## src/rtl/snn_pkg.sv

```systemverilog
`default_nettype none
// ============================================================================
// Module      : snn_pkg
// Description : Shared types and defaults for the spiking-layer controller.
// Revision    : 1.0 - initial release
// ============================================================================
package snn_pkg;

  localparam int WEIGHT_W_DEF = 8;

  // Controller phases for one timestep
  typedef enum logic [2:0] {
    IDLE  = 3'd0,
    SCAN  = 3'd1,
    LOAD  = 3'd2,
    ACCUM = 3'd3,
    FIRE  = 3'd4,
    OUT   = 3'd5
  } pe_ctrl_state_t;

endpackage
`default_nettype wire

```

## src/rtl/pe_layer_ctrl_if.sv

```systemverilog
`default_nettype none
// ============================================================================
// Module      : pe_layer_ctrl_if
// Description : Spike-vector handshakes, weight-memory port and PE-array
//               broadcast signals of the layer controller.
// Revision    : 1.0 - initial release
// ============================================================================
interface pe_layer_ctrl_if
  import snn_pkg::*;
#(
  parameter int N_IN     = 16,
  parameter int N_PE     = 8,
  parameter int WEIGHT_W = WEIGHT_W_DEF
);

  localparam int AW = $clog2(N_IN);

  logic                     in_valid;
  logic                     in_ready;
  logic [N_IN-1:0]          in_spikes;
  logic                     wmem_rd_en;
  logic [AW-1:0]            wmem_addr;
  logic [N_PE*WEIGHT_W-1:0] wmem_data;
  logic                     pe_weight_w_en;
  logic [N_PE*WEIGHT_W-1:0] pe_weight;
  logic                     pe_accum_en;
  logic                     pe_spike_done;
  logic [N_PE-1:0]          pe_spike;
  logic                     out_valid;
  logic                     out_ready;
  logic [N_PE-1:0]          out_spikes;
  logic                     busy;

  // Controller side
  modport master (
    input  in_valid, in_spikes, wmem_data, pe_spike, out_ready,
    output in_ready, wmem_rd_en, wmem_addr, pe_weight_w_en, pe_weight,
           pe_accum_en, pe_spike_done, out_valid, out_spikes, busy
  );

  // Environment side (source, weight memory, PE array, sink)
  modport slave (
    output in_valid, in_spikes, wmem_data, pe_spike, out_ready,
    input  in_ready, wmem_rd_en, wmem_addr, pe_weight_w_en, pe_weight,
           pe_accum_en, pe_spike_done, out_valid, out_spikes, busy
  );

endinterface
`default_nettype wire

```

## src/rtl/pe_layer_ctrl.sv

```systemverilog
`default_nettype none
// ============================================================================
// Module      : pe_layer_ctrl
// Description : Timestep sequencer for one layer of PEs. Scans a latched
//               input spike vector, loads and accumulates the weight row of
//               every active input, fires once and returns the spike vector.
// Revision    : 1.0 - initial release
// ============================================================================
module pe_layer_ctrl
  import snn_pkg::*;
#(
  parameter int N_IN     = 16,
  parameter int N_PE     = 8,
  parameter int WEIGHT_W = WEIGHT_W_DEF
) (
  input  wire logic      clock,
  input  wire logic      reset,
  pe_layer_ctrl_if.master bus
);

  localparam int            AW     = $clog2(N_IN);
  localparam logic [AW-1:0] c_LAST = AW'(N_IN - 1);

  pe_ctrl_state_t           r_state;
  pe_ctrl_state_t           w_state_next;
  logic [AW-1:0]            r_idx;
  logic [AW-1:0]            w_idx_next;
  logic [N_IN-1:0]          r_vec;
  logic [N_PE-1:0]          r_out_spikes;
  logic                     w_accept;
  logic                     w_rd_en;
  logic                     w_weight_w_en;
  logic                     w_accum_en;
  logic                     w_spike_done;
  logic                     w_out_valid;
  logic [N_PE*WEIGHT_W-1:0] w_row;

  // Weight rows pass straight through to the PE array; no arithmetic here
  assign w_row         = bus.wmem_data;
  assign bus.pe_weight = w_row;

  // Accept is only possible in IDLE; reset masks in_ready
  assign w_accept = (r_state == IDLE) && bus.in_valid;

  // State, scan index, latched input vector and result register
  always_ff @(posedge clock) begin
    if (reset) begin
      r_state      <= IDLE;
      r_idx        <= '0;
      r_vec        <= '0;
      r_out_spikes <= '0;
    end else begin
      r_state <= w_state_next;
      r_idx   <= w_idx_next;
      if (w_accept) begin
        r_vec <= bus.in_spikes;
      end
      if (r_state == FIRE) begin
        r_out_spikes <= bus.pe_spike;
      end
    end
  end

  // Next-state, index update and one-hot phase strobes
  always_comb begin
    w_state_next  = r_state;
    w_idx_next    = r_idx;
    w_rd_en       = 1'b0;
    w_weight_w_en = 1'b0;
    w_accum_en    = 1'b0;
    w_spike_done  = 1'b0;
    w_out_valid   = 1'b0;
    case (r_state)
      IDLE: begin
        if (w_accept) begin
          w_state_next = SCAN;
          w_idx_next   = '0;
        end
      end
      SCAN: begin
        if (r_vec[r_idx]) begin
          w_rd_en      = 1'b1;
          w_state_next = LOAD;
        end else if (r_idx == c_LAST) begin
          w_state_next = FIRE;
        end else begin
          w_idx_next = r_idx + AW'(1);
        end
      end
      LOAD: begin
        w_weight_w_en = 1'b1;
        w_state_next  = ACCUM;
      end
      ACCUM: begin
        w_accum_en = 1'b1;
        if (r_idx == c_LAST) begin
          w_state_next = FIRE;
        end else begin
          w_idx_next   = r_idx + AW'(1);
          w_state_next = SCAN;
        end
      end
      FIRE: begin
        w_spike_done = 1'b1;
        w_state_next = OUT;
      end
      OUT: begin
        w_out_valid = 1'b1;
        if (bus.out_ready) begin
          w_state_next = IDLE;
        end
      end
      default: begin
        w_state_next = IDLE;
      end
    endcase
  end

  assign bus.in_ready       = (r_state == IDLE) && !reset;
  assign bus.busy           = (r_state != IDLE);
  assign bus.wmem_rd_en     = w_rd_en;
  assign bus.wmem_addr      = r_idx;
  assign bus.pe_weight_w_en = w_weight_w_en;
  assign bus.pe_accum_en    = w_accum_en;
  assign bus.pe_spike_done  = w_spike_done;
  assign bus.out_valid      = w_out_valid;
  assign bus.out_spikes     = r_out_spikes;

endmodule
`default_nettype wire

```

## src/flat_wrapper.sv

```systemverilog
// flat-port wrapper written by rule: the top's interface ports become plain ports
module pe_layer_ctrl_flat import snn_pkg::*;
#(
  parameter int N_IN     = 16,
  parameter int N_PE     = 8,
  parameter int WEIGHT_W = WEIGHT_W_DEF
)
  (clock, reset, bus_in_valid, bus_in_spikes, bus_wmem_data, bus_pe_spike, bus_out_ready, bus_in_ready, bus_wmem_rd_en, bus_wmem_addr, bus_pe_weight_w_en, bus_pe_weight, bus_pe_accum_en, bus_pe_spike_done, bus_out_valid, bus_out_spikes, bus_busy);
  pe_layer_ctrl_if #(.N_IN(N_IN), .N_PE(N_PE), .WEIGHT_W(WEIGHT_W)) bus_i ();
  input  wire logic clock;
  input  wire logic reset;
  input wire logic [$bits(bus_i.in_valid)-1:0] bus_in_valid;
  input wire logic [$bits(bus_i.in_spikes)-1:0] bus_in_spikes;
  input wire logic [$bits(bus_i.wmem_data)-1:0] bus_wmem_data;
  input wire logic [$bits(bus_i.pe_spike)-1:0] bus_pe_spike;
  input wire logic [$bits(bus_i.out_ready)-1:0] bus_out_ready;
  output wire logic [$bits(bus_i.in_ready)-1:0] bus_in_ready;
  output wire logic [$bits(bus_i.wmem_rd_en)-1:0] bus_wmem_rd_en;
  output wire logic [$bits(bus_i.wmem_addr)-1:0] bus_wmem_addr;
  output wire logic [$bits(bus_i.pe_weight_w_en)-1:0] bus_pe_weight_w_en;
  output wire logic [$bits(bus_i.pe_weight)-1:0] bus_pe_weight;
  output wire logic [$bits(bus_i.pe_accum_en)-1:0] bus_pe_accum_en;
  output wire logic [$bits(bus_i.pe_spike_done)-1:0] bus_pe_spike_done;
  output wire logic [$bits(bus_i.out_valid)-1:0] bus_out_valid;
  output wire logic [$bits(bus_i.out_spikes)-1:0] bus_out_spikes;
  output wire logic [$bits(bus_i.busy)-1:0] bus_busy;
  assign bus_i.in_valid = bus_in_valid;
  assign bus_i.in_spikes = bus_in_spikes;
  assign bus_i.wmem_data = bus_wmem_data;
  assign bus_i.pe_spike = bus_pe_spike;
  assign bus_i.out_ready = bus_out_ready;
  assign bus_in_ready = bus_i.in_ready;
  assign bus_wmem_rd_en = bus_i.wmem_rd_en;
  assign bus_wmem_addr = bus_i.wmem_addr;
  assign bus_pe_weight_w_en = bus_i.pe_weight_w_en;
  assign bus_pe_weight = bus_i.pe_weight;
  assign bus_pe_accum_en = bus_i.pe_accum_en;
  assign bus_pe_spike_done = bus_i.pe_spike_done;
  assign bus_out_valid = bus_i.out_valid;
  assign bus_out_spikes = bus_i.out_spikes;
  assign bus_busy = bus_i.busy;
  pe_layer_ctrl #(.N_IN(N_IN), .N_PE(N_PE), .WEIGHT_W(WEIGHT_W)) u_core (.clock(clock), .reset(reset), .bus(bus_i));
endmodule
```

## config.mk

```make
export PLATFORM = sky130hd
export DESIGN_NAME = pe_layer_ctrl_flat
export DESIGN_NICKNAME = d
export VERILOG_FILES = /design/src/rtl/snn_pkg.sv /design/src/rtl/pe_layer_ctrl_if.sv /design/src/rtl/pe_layer_ctrl.sv /design/src/flat_wrapper.sv
export SDC_FILE = /design/constraint.sdc
export NUM_CORES = 1
export LEC_CHECK = 0
export ABC_AREA = 1
export ABC_CLOCK_PERIOD_IN_PS = 1800
export CORE_ASPECT_RATIO = 1.5
export CORE_MARGIN = 1.5
export CORE_UTILIZATION = 32
export CTS_BUF_LIST = sky130_fd_sc_hd__clkbuf_4 sky130_fd_sc_hd__clkbuf_8
export DETAILED_ROUTE_END_ITERATION = 7
export GPL_ROUTABILITY_DRIVEN = 1
export PLACE_DENSITY = 0.82
export RECOVER_POWER = 100
export SYNTH_ARGS = -nofsm -noshare
export SYNTH_HDL_FRONTEND = slang
export SYNTH_SLANG_ARGS = --single-unit
```

## constraint.sdc

```tcl
create_clock -name clock -period 1.8 [get_ports clock]
set_input_delay 0.45 -clock clock [delete_from_list [all_inputs] [get_ports clock]]
set_output_delay 0.45 -clock clock [all_outputs]
set_load 0.005 [all_outputs]
```

==> results of run 1 <==
final cells by class:
type                       instances  area (µm²)
sequential                        31         631
clock inverter                     2        35.0
clock buffer                       6        82.6
multi-input combinational        144         732
fill                             600        3540
tap                               72        90.1
inverter                          36         139
timing repair buffer              69         621
synth_stat cells:
library cell	number	area share
nand2_4	1	0.0057
nor4_1	1	0.0032
buf_1	1	0.0019
buf_2	4	0.010
ha_1	1	0.0064
o21ai_0	30	0.076
clkbuf_1	3	0.0057
nand3b_1	1	0.0038
nand2_1	30	0.057
nor2_1	37	0.071
clkinv_2	1	0.0025
dfxtp_1	31	0.32
nor3_1	3	0.0076
a211oi_2	1	0.0064
inv_2	5	0.0096
inv_1	30	0.057
buf_6	1	0.0057
buf_4	64	0.24
a21oi_1	19	0.048
nand3_1	13	0.033
nor2_4	1	0.0057
nand2_2	3	0.0096
nor2_2	1	0.0032
o211ai_1	1	0.0038
xor2_1	1	0.0045
final timing paths:
kind,startpoint,endpoint,slack (ns),cells after the start
worst max register to register,u_core.bus.wmem_addr[1],u_core.r_state[0],0.20,9
worst max-delay path,u_core.bus.wmem_addr[0],bus_wmem_rd_en,-0.02,9
worst min register to register,u_core.r_vec[1],u_core.r_vec[1],0.46,2
worst min-delay path,u_core.r_vec[1],u_core.r_vec[1],0.46,2
layout by cell type (no fill, tap or decap), drive strengths merged:
cell type      synthesis  final
buf                   70     22
nand2                 34     34
o21ai                 30     30
nand3b                 1      1
nor2                  39     39
clkdlybuf4s50          0     37
o211ai                 1      1
nand3                 13     13
nor4                   1      1
bufinv                 0      1
inv                   35     35
dlygate4sd3            0      1
dlygate4sd2            0      6
ha                     1      1
a211oi                 1      1
xor2                   1      1
clkinv                 1      2
dfxtp                 31     31
nor3                   3      3
a21oi                 19     19
dlymetal6s2s           0      1
clkbuf                 3      8
cells by family (layout without fill, tap and decap cells):
| kind of cell | Yosys count | in the layout | share of synthesized area |
|---|---|---|---|
| compound gates | 51 | 51 | 0.135 |
| flops | 31 | 31 | 0.316 |
| fa+ha+maj | 1 | 1 | 0.00637 |
| xor+xnor | 1 | 1 | 0.00446 |
| buf+inv | 109 | 113 | 0.338 |
| simple gates | 91 | 91 | 0.200 |
power breakdown:
group | leakage, nW | total (mW) | switching [mW] | internal, mW
registers | 0.257 | 1.02 | 0.112 | 0.908
logic | 0.755 | 1.69 | 0.902 | 0.788
clock network | 0.0612 | 0.714 | 0.266 | 0.448
routing by layer:
metal  vias to the layer above  routed length (µm)  track usage
met4                         0                 499        0.170
met1                       746                1580        0.142
met5                         -                   0            0
met3                        58                 762       0.0742
met2                        62                2380        0.255
li1                        828                   -            -
worst register-to-register path: cells and delay by family (launching register included):
kind	cells	cell delay, ns
AND/OR/NAND/NOR	4	0.49
buffers and inverters	2	0.18
flip-flops	1	0.39
AO/OA/AOI/OAI	2	0.26
adder cells (fa/ha/maj)	1	0.18
state kept, by name (all words and copies together) (netlist names):
| register | cells |
|---|---|
| u_core.r_vec | 16 |
| u_core.bus.wmem_addr | 4 |
| u_core.bus.out_spikes | 8 |
| u_core.r_state | 3 |
through the flow:
stage	utilization	cell area, µm²
after detailed placement	0.367	2160
after CTS	0.396	2320
after floorplan	-	1960
final	0.397	2330
after global placement	0.367	2160
after global routing	0.397	2330
timing repair:
action | in CTS | in global routing
setup buffers | 2 | 0
pin swaps | 1 | 7
resized for setup | 25 | 11
hold endpoints to repair | 0 | 0
endpoints found under the setup margin | 9 | 3
==> impl_metrics.csv, run 1 <==
group,metric,value,unit
die,die_width,67.0,µm
route,vias,1694,
flow_run,drv_cap,0,
place,gp_congestion,0.845,
min_path,hp-class,"register to register",
clocking,path_clk_slew,0.07,ns
sta,fmax,549,MHz
clocking,cts_buffer_depth,2,
worst_setup_path,crit_path_frequent_cell,"nand2_2",
sta,worst_pin_slew,0.487,ns
sta,rsz0062_at_grt,"yes",
clocking,cts.sinks,31,
layout,area.growth.synth_to_final,18.7,%
layout,insertedDiodeCount,0,
layout,nets,380,
grt,grt_max_degree,31,
sta,skew,0.00702,ns
grt,grt_overflow,0,
sta,setup_viol,1,
place,io_buffer_count,46,
route,via_per_inst,4.71,
sta,finalHoldViolations,0,
layout,finalNonFillerCells,360,
synth,synth_area_per_cell,6.91,µm²
synth,syn-cell-area,0.00196,mm²
place,dp.cells,350,
synth,yosys_warnings,0,
power_and_ir_drop,power,3.42,mW
synth,synthCells,284,
sta,fin_tns_setup,-0.0207,ns
power_and_ir_drop,cellPowerDensity,1470,mW/mm²
die,num_rows,34,
die,ioPinCount,175,
sta,min_period,1.82,ns
sta,relSlewSlack,0.676,
synth,ys_ff_latch,31,
run_status,violations,"setup timing",
route,routed_wl,5220,µm
worst_setup_path,crit_fanout,8,
place,dp_slack,-0.155,ns
power_and_ir_drop,ir_worst_vdd,0.727,mV
worst_setup_path,critical-path-max-stage-delay,0.35,ns
worst_setup_path,worstPathRequired,1.35,ns
worst_setup_path,start_kind,"register",
layout,drive_above_1_share,0.222,
run_status,status,"complete, but fails checks",
clocking,clockRootBuffer,"clkbuf_8",
grt,grt_pass1_wl,7940,µm
clocking,cts_buffers,5,
clocking,clkLatencyLatePin,0.29,ns
die,dieArea,0.00662,mm²
clocking,cts_hold_buf,0,
worst_setup_path,cp_cell_sequence,"buf_6 > nand2_1 > nand3_1 > nand3b_1 > nand3_2 > nand2_2 > nand2_2 > inv_2 > buf_2",
route,postRouteAntennaNets,0,
die,die_y,98.9,µm
sta,period_share,1.01,
grt,antenna_found_initial,0,
place,hpwl,3970,µm
clocking,cts_tree,"yes",
synth,yosysUniqueCellTypes,25,
route,firstDrtPassIters,4,
worst_setup_path,slowest_stage,"dfxtp_2",
route,drc_errors,0,
worst_setup_path,crit_type,"register to output pin",
sta,finalHoldWorstSlack,0.456,ns
route,wl_per_cell,14.5,µm
die,core_region_area,0.00587,mm²
grt,grt_pass1_vias,1631,
worst_setup_path,cp.arrival,1.37,ns
grt,track_usage,0.162,
worst_setup_path,cp.buffers_inverters,3,
synth,synth_seq_area_share,0.316,
sta,worst_slack,-0.0207,ns
worst_setup_path,path_delay_family,"simple AND/OR/NAND/NOR gates",
die,start_util,0.334,
route,dr.first_iter.drc_count,52,
synth,syn-num-nets,377,
worst_setup_path,endpoint_kind,"output pin",
clocking,h-tree-depth,2,
power_and_ir_drop,p_leak,1.07,nW
sta,slew_violations,0,
Power figures use the tool's default switching activity.
==> run 2, diff against run 1 <==
--- a/config.mk
+++ b/config.mk
@@ -7,9 +7,11 @@
 export LEC_CHECK = 0
 export ABC_AREA = 1
 export ABC_CLOCK_PERIOD_IN_PS = 1800
+export CELL_PAD_IN_SITES_DETAIL_PLACEMENT = 0
+export CELL_PAD_IN_SITES_GLOBAL_PLACEMENT = 1
 export CORE_ASPECT_RATIO = 1.5
 export CORE_MARGIN = 1.5
-export CORE_UTILIZATION = 32
+export CORE_UTILIZATION = 20
 export CTS_BUF_LIST = sky130_fd_sc_hd__clkbuf_4 sky130_fd_sc_hd__clkbuf_8
 export DETAILED_ROUTE_END_ITERATION = 7
 export GPL_ROUTABILITY_DRIVEN = 1
==> impl_metrics.csv, run 2 (synthesis gave the netlist of run 1 again) <==
group,metric,value,unit
place,dp.cells,400,
route,via_per_inst,4.18,
die,die_width,83.9,µm
route,postRouteAntennaNets,0,
sta,slew_violations,0,
power_and_ir_drop,ir_worst_vdd,0.814,mV
sta,finalHoldViolations,0,
route,routed_wl,5350,µm
layout,area.growth.synth_to_final,28.2,%
min_path,hold_path_depth,2,
sta,min_period,1.89,ns
min_path,min_to,"u_core.r_vec[12]",
layout,regMostFlops,"u_core.r_vec",
power_and_ir_drop,cellPowerDensity,1400,mW/mm²
grt,grt_pass1_vias,1817,
grt,grt_max_degree,33,
worst_setup_path,reg2reg_slack,0.18,ns
clocking,cts_buffer_depth,2,
layout,largest_reg_flops,16,
sta,fmax,528,MHz
worst_setup_path,worstPathRequired,1.35,ns
die,num_rows,44,
clocking,cts.sinks,31,
sta,setup_viol,1,
layout,finalNonFillerCells,412,
layout,insertedDiodeCount,0,
worst_setup_path,startpoint,"u_core.bus.wmem_addr[0]",
min_path,hp-class,"register to register",
die,start_util,0.204,
sta,period_share,1.05,
worst_setup_path,path_delay_family,"simple AND/OR/NAND/NOR gates",
clocking,cts_tree,"yes",
worst_setup_path,cp.arrival,1.44,ns
die,die_y,124,µm
clocking,h-tree-depth,2,
grt,track_usage,0.102,
worst_setup_path,r2r_cells,9,
worst_setup_path,critical-path-max-stage-delay,0.38,ns
place,io_buffer_count,46,
worst_setup_path,r2r_end,"u_core.bus.wmem_addr[0]",
route,drc_errors,0,
worst_setup_path,r2r-start,"u_core.bus.wmem_addr[0]",
place,hpwl,3820,µm
sta,relSlewSlack,0.676,
die,ioPinCount,175,
clocking,cts_hold_buf,0,
layout,n_fill_cell,1049,
layout,drive_above_1_share,0.283,
route,wl_per_cell,13.0,µm
run_status,violations,"setup timing",
route,dr.first_iter.drc_count,74,
worst_setup_path,cp_cell_sequence,"buf_12 > nand2_4 > nand3_2 > nand2_1 > nand2_1 > nand2_2 > inv_2 > nand2_2 > nand2_2 > inv_2 > buf_6",
clocking,clockRootBuffer,"clkbuf_8",
run_status,status,"complete, but fails checks",
min_path,min_from,"u_core.r_vec[12]",
sta,skew,0.00679,ns
grt,grt_pass1_wl,8470,µm
die,dieArea,0.0104,mm²
die,core_region_area,0.00963,mm²
route,vias,1724,
worst_setup_path,slowest_stage,"dfxtp_4",
grt,grt_overflow,0,
clocking,cts_buffers,5,
route,firstDrtPassIters,5,
sta,worst_pin_slew,0.486,ns
layout,final_common_cell,"clkdlybuf4s50_1",
place,gp_congestion,0.783,
grt,antenna_found_initial,0,
sta,rsz0062_at_grt,"yes",
sta,finalHoldWorstSlack,0.467,ns
worst_setup_path,endpoint_kind,"output pin",
power_and_ir_drop,p_leak,1.13,nW
flow_run,drv_cap,0,
worst_setup_path,crit_path_frequent_cell,"nand2_2",
layout,nets,389,
worst_setup_path,start_kind,"register",
clocking,clkLatencyLatePin,0.30,ns
worst_setup_path,crit_type,"register to output pin",
clocking,path_clk_slew,0.08,ns
worst_setup_path,cp.buffers_inverters,4,
layout,final_cell_mix,"clkdlybuf4s50_1 (37), nor2_1 (35), o21ai_0 (30), buf_4 (28), inv_1 (27)",
sta,worst_slack,-0.0946,ns
layout,final_util,0.261,
worst_setup_path,crit_fanout,8,
[run 2: cell count changes in the layout (fill, tap and decap cells not counted), moves of 3 or more]
cell	change
nand3_2	+6
nand2_4	+5
dfxtp_4	+3
nand2_1	-5
buf_4	+8
nand3_1	-6
[run 2: worst max path at each step]
stage / slack [ns] / to / cells after the start
2_1_floorplan: 0.29 / bus_wmem_rd_en / 10
3_3_place_gp: -0.17 / bus_wmem_rd_en / 11
3_5_place_dp: -0.19 / bus_wmem_rd_en / 9
4_1_cts: -0.07 / bus_wmem_rd_en / 11
5_1_grt: -0.17 / bus_wmem_rd_en / 11
6_report: -0.09 / bus_wmem_rd_en / 11
[run 2: layout make-up]
cell class	instances	area [µm²]	area share
Sequential cell	31	639	0.254
Multi-Input combinational cell	144	790	0.314
Timing Repair Buffer	78	717	0.285
Inverter	36	139	0.0552
Clock inverter	3	20.0	0.00795
Tap cell	115	144	0.0572
Clock buffer	5	68.8	0.0273
[run 2: per-stage QoR]
step / TNS (ns) / setup slack (ns) / area, µm² / total power [mW]
floorplan: 0 / 0.288 / 1960 / 2.05
global placement: -0.291 / -0.166 / 2280 / 2.71
detailed placement: -0.337 / -0.188 / 2280 / 2.74
CTS: -0.0672 / -0.0672 / 2410 / 3.40
global route: -1.19 / -0.171 / 2520 / 3.83
finish: -0.0946 / -0.0946 / 2520 / 3.54
[run 2: tightest hold or removal path: cells and delay by family (launching register included)]
kind	cells	cell delay, ns
AO/OA/AOI/OAI	1	0.06
buffers and inverters	1	0.06
flip-flops	1	0.30
[run 2: timing repair]
action | 4_1_cts | 5_1_grt
cloned | 0 | 0
setup endpoints to repair | 9 | 5
buffers inserted | 4 | 0
pin swaps | 1 | 20
gates resized for setup | 25 | 33
[run 2: metal layers]
layer,share of wire,GRT usage
met5,0,0
met4,0.090,0.101
met3,0.068,0.0219
met2,0.49,0.176
met1,0.35,0.0963
[run 2: power breakdown]
part / switching [mW] / internal (mW)
Combinational: 1.01 / 0.926
Sequential: 0.116 / 0.915
Clock: 0.300 / 0.269
Total: 1.43 / 2.11
